$ cat config.mk
export PLATFORM = sky130hd
export DESIGN_NAME = sonic_sysid_timeout
export DESIGN_NICKNAME = d
export VERILOG_FILES = /design/src/rtl/sonic_sysid_timeout.sv
export SDC_FILE = /design/constraint.sdc
export NUM_CORES = 1
export LEC_CHECK = 0
export BUFFER_PORTS_ARGS = -buffer_cell sky130_fd_sc_hd__buf_2
export CAP_MARGIN = 20
export CORE_AREA = 2 2 39 41
export DETAILED_ROUTE_END_ITERATION = 10
export DIE_AREA = 0 0 41 43
export PLACE_DENSITY_LB_ADDON = 0.12
export SETUP_SLACK_MARGIN = 0.2
export SLEW_MARGIN = 20
export SYNTH_ARGS = -nofsm -noshare
export SYNTH_HDL_FRONTEND = slang
export SYNTH_SLANG_ARGS = --single-unit
export TNS_END_PERCENT = 30
$ cat constraint.sdc
create_clock -name clock -period 2.9 [get_ports clock]
set_input_delay 0.29 -clock clock [delete_from_list [all_inputs] [get_ports clock]]
set_output_delay 0.29 -clock clock [all_outputs]
set_load 0.03 [all_outputs]
$ cat src/rtl/sonic_sysid_timeout.sv
// Saturating read-phase timeout counter for the sysid checker.
// expired flags the edge on which the count reaches TIMEOUT_CYCLES.
module sonic_sysid_timeout #(
  parameter int unsigned TIMEOUT_CYCLES = 255
) (
  input  logic clock,
  input  logic reset,
  input  logic clear,
  input  logic enable,
  output logic expired
);

  localparam int unsigned CNT_W = (TIMEOUT_CYCLES < 1) ? 1 : $clog2(TIMEOUT_CYCLES + 1);
  localparam logic [CNT_W:0] LIMIT = (CNT_W + 1)'(TIMEOUT_CYCLES);

  logic [CNT_W-1:0] count;
  logic [CNT_W:0]   count_inc;

  assign count_inc = {1'b0, count} + {{CNT_W{1'b0}}, 1'b1};

  // Must not depend on clear: the FSM derives clear from a next state that uses expired.
  assign expired = enable && (count_inc >= LIMIT);

  always_ff @(posedge clock or posedge reset) begin
    if (reset) begin
      count <= '0;
    end else if (clear) begin
      count <= '0;
    end else if (enable && ({1'b0, count} != LIMIT)) begin
      count <= count_inc[CNT_W-1:0];
    end
  end

endmodule

==> impl_results.md <==
* Outcome: completed
* Post-synth EDFFs at 0
* # DRC at 0
* Period utilization at 77.42%
* Setup-failing EPs final at 0
* Initial antenna violation count at 0
* Syn Area/Cell at 9.336 sq um
* Max VDD drop at 0.2176 mV
* DIE WIDTH at 41 microns
* Post-CTS setup buffer count at 0
* Sequential fraction of the synthesis area at 41.24%
* Global-route wire length before repair at 1.593 mm
* Nets at 66
* Critical path type: register to output port
* Core outline area at 1384 sq um
* Startpoint Class: register
* Average wire per standard cell at 13.15 microns
* Worst Skew at 0.007994 ns
* FILL cells at 148
* Total CTS buffers at 3
* Layout cell share with drive strength beyond 1 at 18.97%
* WP data required at 2.61 ns
* Met1 Wirelength at 437 microns
* Worst slew pin tran at 0.3189 ns
* Biggest register: count
* Yosys top cell area share at 41.24%
* Slew Viols, Final at 0
* Most frequent cells after synthesis: dfrtp_1, nor2_1
* Post-DP HPWL at 705.9 microns
* Synth area leaders: dfrtp_1, nor2_1, xor2_1, ha_1, and4_4
* Setup ws final at 0.6548 ns
* Die height at 43 microns
* Cell accounting for the most synthesized area: dfrtp_1
* Footprint of the multi-input gates at 262.8 sq um
* Utilization after layout at 39.51%
* R2R Setup Slk at 1.36 ns
* RSZ-0062 raised after global routing: false
* Via Count at 403
* Post-DR vias/cell at 5.446
* Max frequency at 445.4 MHz
* Count of different cell masters after synthesis at 25
* Total Routed Length at 973 microns
* DIE AREA at 1763 sq um
* Pre-antenna DRT Iters at 4
* Post-Synthesis Cells at 52
* MaxCap Viol Count at 0
* Largest net degree at the start of global routing at 10
* Flops & latches, synth at 8
* Hold Violations, Final at 0
* Wire length on met2 at 454 microns
* Final ANT Viol Nets at 0
* Max Root-Sink Buffers at 2
* Uppermost layer routed: met4
* Count of buffers from port buffering at 4
* Htree depth at 1
* Max reg flops at 8
* Ys Warns at 0
* Critical Path End Type: output port
* LEAKAGE at 0.2371 nW
* Pwr per Cell Area at 422.1 nW/um^2
* Hold_ws at 0.3009 ns
* Worst skew pair latency at 0.26 ns
* Hold Path Class: input port to register
* Post-CTS sizing at 0
* Aggregate global-route resource usage at 14.31%
* Setup TNS at 0 ns
* Clock slew at the register clock pins of the worst setup and hold paths at 0.05 ns
* Min Tclk post-route at 2.245 ns
* Biggest regs: count: 8 flops
* Register area at 200.2 sq um
* Starting Density at 35.08%
* 1st-iter DRT viols at 9
* Synthesized Nets at 58
* Setup Slack @ Placement at 0.8967 ns
* Root buffer cell: clkbuf_4
* Ys async rst share at 100.0%
* Total power at 0.0002308 W
* Post-synth top flop: dfrtp_1
* Number of global-route vias before repair at 377
* TritonCTS clock tree: done
* Area Overhead vs Synth at 12.63%
* Most common cell in the synthesized netlist: dfrtp_1
* Clock Sink Count at 8
* Max_slew headroom at 78.71%
* Antenna cell count at 0
* WL met3 at 52 microns
* # IOs at 5
* CP Data Arrival Time at 1.96 ns
* GPL Wtd Cong at 0.7279
* CP max FO at 6
* CTS Hold Buffers Added at 1
* Syn Std Cell Area at 485.5 sq um
* Total congestion overflow at 0
* Rows at 14
per-layer routing:
metal  track usage (%)  vias to the layer above
met3             7.853                        5
li1                  -                      204
met2             20.63                       10
met1             15.00                      184
met4             10.00                        0
met5                 0                        -
worst paths after layout:
kind / start / end / cells after the start
worst max-delay path: count[0] / expired / 7
worst min-delay path: clear / count[1] / 2
worst max register to register: count[0] / count[5] / 5
worst min register to register: count[5] / count[5] / 2
max in group asynchronous: reset / count[4] / 3
min in group asynchronous: reset / count[2] / 3
cells in the final DEF, fill, tap and decap left out:
cell type	Yosys	final
dfrtp_1	8	8
nor2_1	7	7
buf_2	0	4
a31oi_1	3	3
inv_1	3	3
nand3_1	3	3
nor3_1	3	3
xor2_1	3	3
clkbuf_4	0	3
and4_4	2	2
nand4_1	2	2
o21ai_1	2	2
ha_1	2	2
and3_1	1	1
o21a_1	1	1
xnor2_1	1	1
a211oi_2	1	1
a21oi_1	1	1
nand2_2	1	1
nor4b_1	1	1
nand2_1	1	1
o311a_1	1	1
o21ai_0	1	1
o2111ai_1	1	1
a311oi_1	1	1
dlygate4sd3_1	0	1
power breakdown:
group	internal, W	switching [W]	total [W]
clock network	0.0000475	0.0000396	0.0000870
logic	0.0000101	0.0000138	0.0000239
registers	0.000115	0.00000513	0.000120
total	0.000172	0.0000585	0.000231
kinds of logic (layout without fill, tap and decap cells):
| group | after synthesis | in the layout | share of synthesized area, % |
|---|---|---|---|
| DFF | 8 | 8 | 41.24 |
| adders and majority gates | 2 | 2 | 5.154 |
| and+or+nand+nor | 21 | 21 | 23.97 |
| xor gates and xnor gates | 4 | 4 | 7.218 |
| AOI/OAI and AO/OA | 12 | 12 | 17.78 |
| buffers and inverters | 5 | 11 | 4.639 |
critical path, stage by stage, from the launching register on:
cell     delay [ns]
dfrtp_1        0.45
inv_1          0.07
ha_1           0.33
nor2_1         0.10
o21ai_1        0.08
nor4b_1        0.30
o311a_1        0.19
buf_2          0.19
stage by stage:
step | instances | instance area [sq um]
after floorplan | 52 | 485.5
after global placement | 70 | 514.2
after detailed placement | 70 | 514.2
after CTS | 74 | 546.8
after global routing | 74 | 546.8
final | 74 | 546.8
cell type report:
type / count / area share (%)
Sequential cell: 8 / 36.61
Timing Repair Buffer: 5 / 5.492
Clock buffer: 3 / 4.119
Inverter: 3 / 2.059
Tap cell: 16 / 3.661
Multi-Input combinational cell: 39 / 48.05
No activity file was read; power rests on OpenSTA's default activity.
